File: config.mk
export PLATFORM = sky130hd
export DESIGN_NAME = viterbi_frame_ctrl_flat
export DESIGN_NICKNAME = d
export VERILOG_FILES = /design/src/rtl/viterbi_frame_if.sv /design/src/rtl/viterbi_frame_ctrl.sv /design/src/flat_wrapper.sv
export SDC_FILE = /design/constraint.sdc
export NUM_CORES = 1
export LEC_CHECK = 0
export BUFFER_PORTS_ARGS = -buffer_cell sky130_fd_sc_hd__buf_2
export CELL_PAD_IN_SITES_DETAIL_PLACEMENT = 1
export CELL_PAD_IN_SITES_GLOBAL_PLACEMENT = 1
export CORE_MARGIN = 2
export CORE_UTILIZATION = 49
export CTS_BUF_LIST = sky130_fd_sc_hd__clkbuf_4 sky130_fd_sc_hd__clkbuf_8
export CTS_CLUSTER_DIAMETER = 80
export CTS_CLUSTER_SIZE = 10
export DETAILED_ROUTE_END_ITERATION = 12
export PLACE_DENSITY = 0.8
export SYNTH_ARGS = -nofsm -noshare
export SYNTH_HDL_FRONTEND = slang
export SYNTH_SLANG_ARGS = --single-unit
File: constraint.sdc
create_clock -name clk_i -period 3.5 [get_ports clk_i]
set_clock_uncertainty 0.15 [all_clocks]
set_input_delay 0.35 -clock clk_i [delete_from_list [all_inputs] [get_ports clk_i]]
set_output_delay 0.35 -clock clk_i [all_outputs]
set_load 0.01 [all_outputs]
File: src/rtl/viterbi_frame_if.sv
// viterbi_frame_if: handshake bundle between frame controller, source, encoder and decoder
interface viterbi_frame_if #(
    parameter int FRAME_LEN = 64
) ();
    logic                           start;
    logic                           in_valid;
    logic                           in_data;
    logic                           in_ready;
    logic                           enc_valid;
    logic                           enc_data;
    logic                           dec_valid;
    logic                           dec_data;
    logic                           out_valid;
    logic                           out_data;
    logic                           busy;
    logic                           done;
    logic                           timeout;
    logic [$clog2(FRAME_LEN+1)-1:0] err_count;
    modport master (
        output start, in_valid, in_data, dec_valid, dec_data,
        input  in_ready, enc_valid, enc_data, out_valid, out_data, busy, done, timeout, err_count
    );
    modport slave (
        input  start, in_valid, in_data, dec_valid, dec_data,
        output in_ready, enc_valid, enc_data, out_valid, out_data, busy, done, timeout, err_count
    );
endinterface

File: src/rtl/viterbi_frame_ctrl.sv
// viterbi_frame_ctrl: frame sequencer feeding the encoder, collecting decoded bits and counting errors
module viterbi_frame_ctrl #(
    parameter int FRAME_LEN = 64,
    parameter int TAIL_LEN  = 6,
    parameter int TIMEOUT   = 1024
) (
    input  logic           clk_i,
    input  logic           rst_i,
    viterbi_frame_if.slave bus_io
);
    localparam int AW = $clog2(FRAME_LEN);
    localparam int WW = $clog2(FRAME_LEN + 1);
    localparam int RW = $clog2(FRAME_LEN + TAIL_LEN + 1);
    localparam int TW = $clog2(TAIL_LEN + 1);
    localparam int IW = $clog2(TIMEOUT);
    localparam logic [RW-1:0] RD_END = RW'(FRAME_LEN + TAIL_LEN);
    typedef enum logic [2:0] {IDLE, LOAD, TAIL, WAIT, DONE} state_e;
    state_e               state_q, state_d;
    logic [FRAME_LEN-1:0] bits_q, bits_d;
    logic [WW-1:0]        wr_cnt_q, wr_cnt_d, err_q, err_d;
    logic [RW-1:0]        rd_cnt_q, rd_cnt_d;
    logic [TW-1:0]        tl_cnt_q, tl_cnt_d;
    logic [IW-1:0]        idle_q, idle_d;
    logic                 enc_v_q, enc_v_d, enc_b_q, enc_b_d;
    logic                 out_v_q, out_v_d, out_b_q, out_b_d;
    logic                 to_q, to_d;
    logic                 acc, dec_act, dec_pay;
    always_comb begin
        acc      = state_q == LOAD && bus_io.in_valid;
        dec_act  = (state_q inside {LOAD, TAIL, WAIT}) && bus_io.dec_valid && rd_cnt_q != RD_END;
        dec_pay  = dec_act && rd_cnt_q < RW'(FRAME_LEN);
        state_d  = state_q;
        bits_d   = bits_q;
        wr_cnt_d = acc ? wr_cnt_q + WW'(1) : wr_cnt_q;
        rd_cnt_d = dec_act ? rd_cnt_q + RW'(1) : rd_cnt_q;
        err_d    = err_q + WW'(dec_pay && bus_io.dec_data != bits_q[rd_cnt_q[AW-1:0]]);
        tl_cnt_d = state_q == TAIL ? tl_cnt_q + TW'(1) : '0;
        idle_d   = state_q == WAIT && !bus_io.dec_valid ? idle_q + IW'(1) : '0;
        to_d     = to_q;
        enc_v_d  = acc || state_q == TAIL;
        enc_b_d  = acc && bus_io.in_data;
        out_v_d  = dec_pay;
        out_b_d  = dec_pay && bus_io.dec_data;
        if (acc) bits_d[wr_cnt_q[AW-1:0]] = bus_io.in_data;
        case (state_q)
            IDLE: if (bus_io.start) begin
                state_d  = LOAD;
                wr_cnt_d = '0;
                rd_cnt_d = '0;
                err_d    = '0;
                to_d     = 1'b0;
            end
            LOAD: if (acc && wr_cnt_q == WW'(FRAME_LEN - 1)) state_d = TAIL;
            TAIL: if (tl_cnt_q == TW'(TAIL_LEN - 1)) state_d = WAIT;
            WAIT: if (rd_cnt_d == RD_END) state_d = DONE;
                  else if (idle_q == IW'(TIMEOUT - 1)) begin
                      to_d    = 1'b1;
                      state_d = DONE;
                  end
            default: state_d = IDLE;
        endcase
    end
    always_ff @(posedge clk_i) begin
        if (rst_i) begin
            state_q  <= IDLE;
            bits_q   <= '0;
            wr_cnt_q <= '0;
            rd_cnt_q <= '0;
            err_q    <= '0;
            tl_cnt_q <= '0;
            idle_q   <= '0;
            enc_v_q  <= 1'b0;
            enc_b_q  <= 1'b0;
            out_v_q  <= 1'b0;
            out_b_q  <= 1'b0;
            to_q     <= 1'b0;
        end else begin
            state_q  <= state_d;
            bits_q   <= bits_d;
            wr_cnt_q <= wr_cnt_d;
            rd_cnt_q <= rd_cnt_d;
            err_q    <= err_d;
            tl_cnt_q <= tl_cnt_d;
            idle_q   <= idle_d;
            enc_v_q  <= enc_v_d;
            enc_b_q  <= enc_b_d;
            out_v_q  <= out_v_d;
            out_b_q  <= out_b_d;
            to_q     <= to_d;
        end
    end
    assign bus_io.in_ready  = state_q == LOAD;
    assign bus_io.busy      = state_q inside {LOAD, TAIL, WAIT};
    assign bus_io.done      = state_q == DONE;
    assign bus_io.enc_valid = enc_v_q;
    assign bus_io.enc_data  = enc_b_q;
    assign bus_io.out_valid = out_v_q;
    assign bus_io.out_data  = out_b_q;
    assign bus_io.timeout   = to_q;
    assign bus_io.err_count = err_q;
endmodule

File: src/flat_wrapper.sv
// flat-port wrapper written by rule: the top's interface ports become plain ports
module viterbi_frame_ctrl_flat 
#(
    parameter int FRAME_LEN = 64,
    parameter int TAIL_LEN  = 6,
    parameter int TIMEOUT   = 1024
)
  (clk_i, rst_i, bus_io_start, bus_io_in_valid, bus_io_in_data, bus_io_dec_valid, bus_io_dec_data, bus_io_in_ready, bus_io_enc_valid, bus_io_enc_data, bus_io_out_valid, bus_io_out_data, bus_io_busy, bus_io_done, bus_io_timeout, bus_io_err_count);
  viterbi_frame_if #(.FRAME_LEN(FRAME_LEN)) bus_io_i ();
  input  logic clk_i;
  input  logic rst_i;
  input wire logic [$bits(bus_io_i.start)-1:0] bus_io_start;
  input wire logic [$bits(bus_io_i.in_valid)-1:0] bus_io_in_valid;
  input wire logic [$bits(bus_io_i.in_data)-1:0] bus_io_in_data;
  input wire logic [$bits(bus_io_i.dec_valid)-1:0] bus_io_dec_valid;
  input wire logic [$bits(bus_io_i.dec_data)-1:0] bus_io_dec_data;
  output wire logic [$bits(bus_io_i.in_ready)-1:0] bus_io_in_ready;
  output wire logic [$bits(bus_io_i.enc_valid)-1:0] bus_io_enc_valid;
  output wire logic [$bits(bus_io_i.enc_data)-1:0] bus_io_enc_data;
  output wire logic [$bits(bus_io_i.out_valid)-1:0] bus_io_out_valid;
  output wire logic [$bits(bus_io_i.out_data)-1:0] bus_io_out_data;
  output wire logic [$bits(bus_io_i.busy)-1:0] bus_io_busy;
  output wire logic [$bits(bus_io_i.done)-1:0] bus_io_done;
  output wire logic [$bits(bus_io_i.timeout)-1:0] bus_io_timeout;
  output wire logic [$bits(bus_io_i.err_count)-1:0] bus_io_err_count;
  assign bus_io_i.start = bus_io_start;
  assign bus_io_i.in_valid = bus_io_in_valid;
  assign bus_io_i.in_data = bus_io_in_data;
  assign bus_io_i.dec_valid = bus_io_dec_valid;
  assign bus_io_i.dec_data = bus_io_dec_data;
  assign bus_io_in_ready = bus_io_i.in_ready;
  assign bus_io_enc_valid = bus_io_i.enc_valid;
  assign bus_io_enc_data = bus_io_i.enc_data;
  assign bus_io_out_valid = bus_io_i.out_valid;
  assign bus_io_out_data = bus_io_i.out_data;
  assign bus_io_busy = bus_io_i.busy;
  assign bus_io_done = bus_io_i.done;
  assign bus_io_timeout = bus_io_i.timeout;
  assign bus_io_err_count = bus_io_i.err_count;
  viterbi_frame_ctrl #(.FRAME_LEN(FRAME_LEN), .TAIL_LEN(TAIL_LEN), .TIMEOUT(TIMEOUT)) u_core (.clk_i(clk_i), .rst_i(rst_i), .bus_io(bus_io_i));
endmodule
-- Yosys cells after proc, flatten, opt, wreduce, memory -nomap -nowiden
Cells that the tools add are included.
- $add $sub $neg: 5
- $lt $le $gt $ge: 4
- equality and inequality tests: 16
- muxes and demuxes: 23
- bitwise logic cells: 2
- reductions and logical operators: 19
- operators with widths (operator ; number):
    bitwise mux 64 bit ; 1
    2-to-1 mux 7 bit ; 8
    2-to-1 mux 3 bit ; 5
    adder 7 x 1 -> 7 bit (second input constant) ; 2
    < comparator 6 x 7 -> 1 bit (second input constant) ; 2
    one-hot mux 3 bit (4 select lines) ; 1
    adder 10 x 1 -> 10 bit (second input constant) ; 1
    == test 10 bit (second input constant) ; 1
    logical AND 1 bit ; 10
    != test 2 bit (second input constant) ; 4
    AND reduction 4 bit ; 2
    adder 7 x 1 -> 7 bit ; 1
    == test 7 x 6 -> 1 bit (second input constant) ; 1
    == test 7 bit (second input constant) ; 1
    < comparator 7 bit (second input constant) ; 1
    != test 7 bit (second input constant) ; 1
    binary-select mux 1 bit (select 6 bit) ; 1
    demux 1 bit (select 6 bit) ; 1
    == test 3 x 2 -> 1 bit (second input constant) ; 2
    == test 3 bit (second input constant) ; 2
    greater-or-equal comparator 6 x 1 -> 1 bit (second input constant) ; 1
    2-to-1 mux 1 bit ; 5
    OR reduction 2 bit ; 2
    adder 3 x 1 -> 3 bit (second input constant) ; 1
    other kinds (11) ; 12
- register bits: 106
- input port bits: 7
- output and inout port bits: 15
- logic and storage cells: 81

-- Logic depth before layout (Yosys ltp)
- word-level depth: 9
- mapped depth: 14
- depth with buffers taken out: 12

-- Worst setup path after synthesis
No wires, ideal clock.
- path kind: register -> register
- start point: register u_core.rd_cnt_q[0]
- end point: register u_core.err_q[6], in the netlist u_core.bus_io.err_count[6]
- setup time: 0.127 ns
- data arrival time: 2.415 ns
- data required time: 3.223 ns
- path slack: 0.808 ns
- cell stages (with the launch flop): 13
- path buffers: 1
- clock period less this slack: 2.692 ns
- cell sequence: dfxtp_1 > buf_6 > mux4_2 > o211ai_1 > nand3_1 > o22ai_1 > mux2_1 > ha_1 > ha_1 > nand3_1 > nor2_1 > xnor2_1 > nor2_1
- word-level cells in the longest chain between the ends: 7
- elaborated cells between the ends (all ways): 11
- classes of those cells: add/sub: 1; order compare: 1; eq/ne: 2; mux: 4; reduce/logical: 3
- ends and longest elaborated chain (what ; line ; source):
    start: declaration ; viterbi_frame_ctrl.sv:21 ; logic [RW-1:0] rd_cnt_q, rd_cnt_d;
    start signal: assignment ; viterbi_frame_ctrl.sv:81 ; rd_cnt_q <= rd_cnt_d;
    binary-select mux 1 bit (select 6 bit) / != test 7 bit (equally long branches) ; viterbi_frame_ctrl.sv:36, viterbi_frame_ctrl.sv:30 ;
    2-to-1 mux 1 bit (implied by the code) / logical AND 1 bit (equally long branches) ; viterbi_frame_ctrl.sv:36, viterbi_frame_ctrl.sv:30 ;
    != test 1 bit / logical AND 1 bit (equally long branches) ; viterbi_frame_ctrl.sv:36, viterbi_frame_ctrl.sv:31 ;
    logical AND 1 bit * ; viterbi_frame_ctrl.sv:36 ; err_d = err_q + WW'(dec_pay && bus_io.dec_data != bits_q[rd_cnt_q[AW-1:0]]);
    adder 7 x 1 -> 7 bit * ; viterbi_frame_ctrl.sv:36 ;
    2-to-1 mux 7 bit ; viterbi_frame_ctrl.sv:46 ; IDLE: if (bus_io.start) begin
    2-to-1 mux 7 bit * ; viterbi_frame_ctrl.sv:45 ; case (state_q)
    end signal: assignment ; viterbi_frame_ctrl.sv:82 ; err_q <= err_d;
    end: declaration ; viterbi_frame_ctrl.sv:20 ; logic [WW-1:0] wr_cnt_q, wr_cnt_d, err_q, err_d;
Mark *: on every way between the ends. The rest lies on a longest branch, timed or not. The select of a mux whose other input is x is not followed.
A chain may end at the register's enable or synchronous reset.

-- Worst setup path in the final report
Same ends and word-level chain as after synthesis.

==> summary.md <==
| Metric | Value |
|---|---|
| Post-CTS Setup Bufs | `0` |
| Final Hold Vio Count | `0` |
| Avg Synthesized Cell Area | `about 8.4 um^2` |
| RSZ-0062 raised after global routing | `no` |
| Die area | `~11000 um^2` |
| Grt ovf | `0` |
| Fin crit share | `0.889` |
| CTS buffer count | `9` |
| Met1 Resource Use GR | `0.327` |
| Final GP Congestion | `0.954` |
| Rows | `37` |
| CTS Root Cell | `clkbuf_8` |
| Post-CTS Hold Fix Bufs | `0` |
| Crit. End Element | `register` |
| Largest net degree at the start of global routing | `between 60 and 70` |
| Number of synthesized flops with an enable pin | `0` |
| WL/cell | `18.0 um` |
| Register area share after synthesis | `0.407` |
| Initial core utilization | `0.506` |
| Reg-to-reg slack, setup | `0.39 ns` |
| Worst VDD drop | `0.285 mV` |
| Syn nets | `roughly 640` |
| Chip Height | `107 um` |
| Core Area | `10300 um^2` |
| Worst min-delay path class | `input pin to register` |
| Vias in the first global route | `between 4000 and 5000` |
| Max transition margin | `0.251` |
| Syn Std Cell Area | `5220 um^2` |
| Fmax | `between 0.3 and 0.4 GHz` |
| Via-to-Cell Ratio | `5.75` |
| Mapped Cells | `between 600 and 700` |
| Slew @ Worst Pin | `around 1.1 ns` |
| Worst Setup Path Type | `register to register` |
| WP data required | `3.62 ns` |
| Nets | `between 600 and 700` |
| Post-synthesis cell type count | `55` |
| Via Count | `between 4000 and 5000` |
| Status | `finished clean` |
| Gr busiest metal | `met2` |
| Max H-tree Level | `3` |
| Num ports | `22` |
| Finish-stage setup viols | `0` |
| WP data arrival | `3.23 ns` |
| Total GRT Usage | `0.251` |
| Ys async rst share | `0` |
| # diodes | `0` |
| Hold_sp | `rst_i` |
| Final Slew Violations | `0` |
| DP HPWL | `approximately 9500 um` |
| Chip width | `around 110 um` |
| Remaining antenna violation count | `0` |
| Reg2Reg Launch Point | `u_core.rd_cnt_q[0]` |
| Worst-path maximum fanout | `14` |
| Post-CTS sizing | `0` |
| Hold Path Cell Cnt | `2` |
| Setup TNS | `0 ns` |
| First-pass GRT wire length | `approximately 22000 um` |
| Pleak | `~2.1 nW` |
| Predominant post-synthesis flop cell | `dfxtp_1` |
| GR Util met2 | `0.416` |
| CTS tree | `built` |
| Worst setup margin | `a little under 0.4 ns` |
| Worst-path clk slew | `roughly 0.090 ns` |
| Tmin final | `3.11 ns` |
| 1st-iter DRT viols | `between 200 and 250` |
| DRC Markers | `0` |
| Longest Clk Path Bufs | `2` |
| # fillers | `1251` |
| CP startpoint kind | `register` |
| R2R Path End | `u_core.bus_io.err_count[6]` |
| Clock Latency Late Sink | `0.39 ns` |
| Layout cells sized above 1 | `0.109` |
| GRT met3 Usage | `0.0608` |
| Setup WS pre-CTS | `approximately 0.41 ns` |
| Yosys warning total | `0` |
| Register-to-Register Path Depth | `13` |
| Drt first pass iters | `4` |
| Max Cap Violations | `0` |
| Area Growth Syn to Fin | `7.24%` |
| Worst Hold Path EP | `u_core.bus_io.out_valid` |
| Initial antenna violation count | `0` |
| PortBufs | `21` |
| Seq cells post-synth | `roughly 110` |
| Pwr per Cell Area | `between 300 and 400 nW/um^2` |
| CTS sink cnt | `between 100 and 150` |
| Post-detailed-routing wire length | `roughly 14000 um` |
## placed cells by master, fill, tap and decap left out, types with 4 or more instances in the layout
master      n
dfxtp_1   105
nor2_1    102
nand2_1    76
mux2i_1    51
a21oi_1    44
o21ai_0    38
buf_2      21
nand4_1    18
nand3_1    17
clkbuf_8   13
xor2_1     12
xnor2_1    10
nand2b_1    9
and2_1      8
ha_1        8
nor3_1      7
inv_1       7
and3_1      7
mux4_2      7
buf_4       7
nor2b_1     5
a31oi_1     4
or3_1       4
## worst max-delay path, cell delays in order (launching register included)
cell and delay (ns):
dfxtp_2 0.51, buf_4 0.30, mux2i_1 0.24, nand3_1 0.11, nand4_1 0.11, o2111ai_1 0.16, o22ai_1 0.24, mux2_1 0.35
ha_1 0.21, ha_1 0.21, nand3_1 0.13, nor2_1 0.07, xnor2_1 0.13, nor2_1 0.06
## metrics by stage
step	instance area, um^2	std cells	hold WS (ns)	util	total power, mW
final	5600	759	0.0661	0.542	2.22
after global routing	5600	759	0.0735	0.542	2.30
after CTS	5600	759	0.0490	0.542	2.24
after detailed placement	5350	743	0.300	0.518	1.35
after global placement	5350	743	0.287	0.518	1.35
after floorplan	5220	621	0.271	-	1.32
## area by class of cell
type | instances | area (um^2) | share of cell area
Inverter | 7 | 26.3 | 0.00469
Tap cell | 136 | 170 | 0.0304
Clock inverter | 3 | 68.8 | 0.0123
Multi-Input combinational cell | 466 | 2870 | 0.513
Timing Repair Buffer | 28 | 158 | 0.0282
Sequential cell | 106 | 2120 | 0.379
Clock buffer | 13 | 179 | 0.0320
## worst max-delay path by stage
stage,to,cells after the start,slack [ns],startpoint
after global routing,u_core.bus_io.err_count[6],13,0.20,u_core.rd_cnt_q[0]
after CTS,u_core.bus_io.err_count[6],13,0.39,u_core.rd_cnt_q[0]
after floorplan,u_core.bus_io.err_count[6],12,0.81,u_core.rd_cnt_q[0]
after detailed placement,u_core.bus_io.err_count[6],13,0.41,u_core.rd_cnt_q[0]
final,u_core.bus_io.err_count[6],13,0.39,u_core.rd_cnt_q[0]
after global placement,u_core.bus_io.err_count[6],13,0.49,u_core.rd_cnt_q[0]
## cells in the mapped netlist (all sizes together) (5+ instances only)
master	n	area [um^2]
nand4	19	125
mux4	7	158
clkbuf	26	97.6
ha	8	100
nor2b	5	31.3
dfxtp	106	2120
nand3	18	95.1
buf	16	101
and2	9	58.8
xor2	12	105
mux2i	51	510
a21oi	44	220
o21ai	39	195
and3	7	43.8
nor3	9	61.3
nand2b	9	56.3
nor2	103	389
nand2	78	298
xnor2	10	87.6
inv	7	26.3
## logic make-up (layout without fill, tap and decap cells)
family          Yosys count  count (layout)  synth area share
fa+ha+maj                 8               8            0.0192
compound gates          105             105             0.114
buf+inv                  49              51            0.0431
mux                      59              59             0.130
xor+xnor                 22              22            0.0369
simple gates            272             272             0.250
flops                   106             106             0.407
## power breakdown
part | total, mW | switching [mW] | internal, mW
clock network | 0.902 | 0.420 | 0.482
logic | 0.100 | 0.0674 | 0.0331
registers | 1.22 | 0.0101 | 1.21
## per-layer routing
layer  up-vias  routed length, um
li1       2129                  -
met3        13                474
met4         0                159
met1      2171               6390
met2        55               6620
met5         -                  0
## state kept, by name (all words and copies together) (netlist names)
| signal | cells |
|---|---|
| u_core.bus_io.out_valid | 1 |
| u_core.bus_io.err_count | 7 |
| u_core.tl_cnt_q | 3 |
| u_core.wr_cnt_q | 7 |
| u_core.bus_io.enc_valid | 1 |
| u_core.bits_q | 64 |
| u_core.bus_io.out_data | 1 |
| u_core.rd_cnt_q | 7 |
| u_core.idle_q | 10 |
| u_core.state_q | 3 |
| u_core.bus_io.enc_data | 1 |
| u_core.bus_io.timeout | 1 |
(Power assumes the default switching activity.)
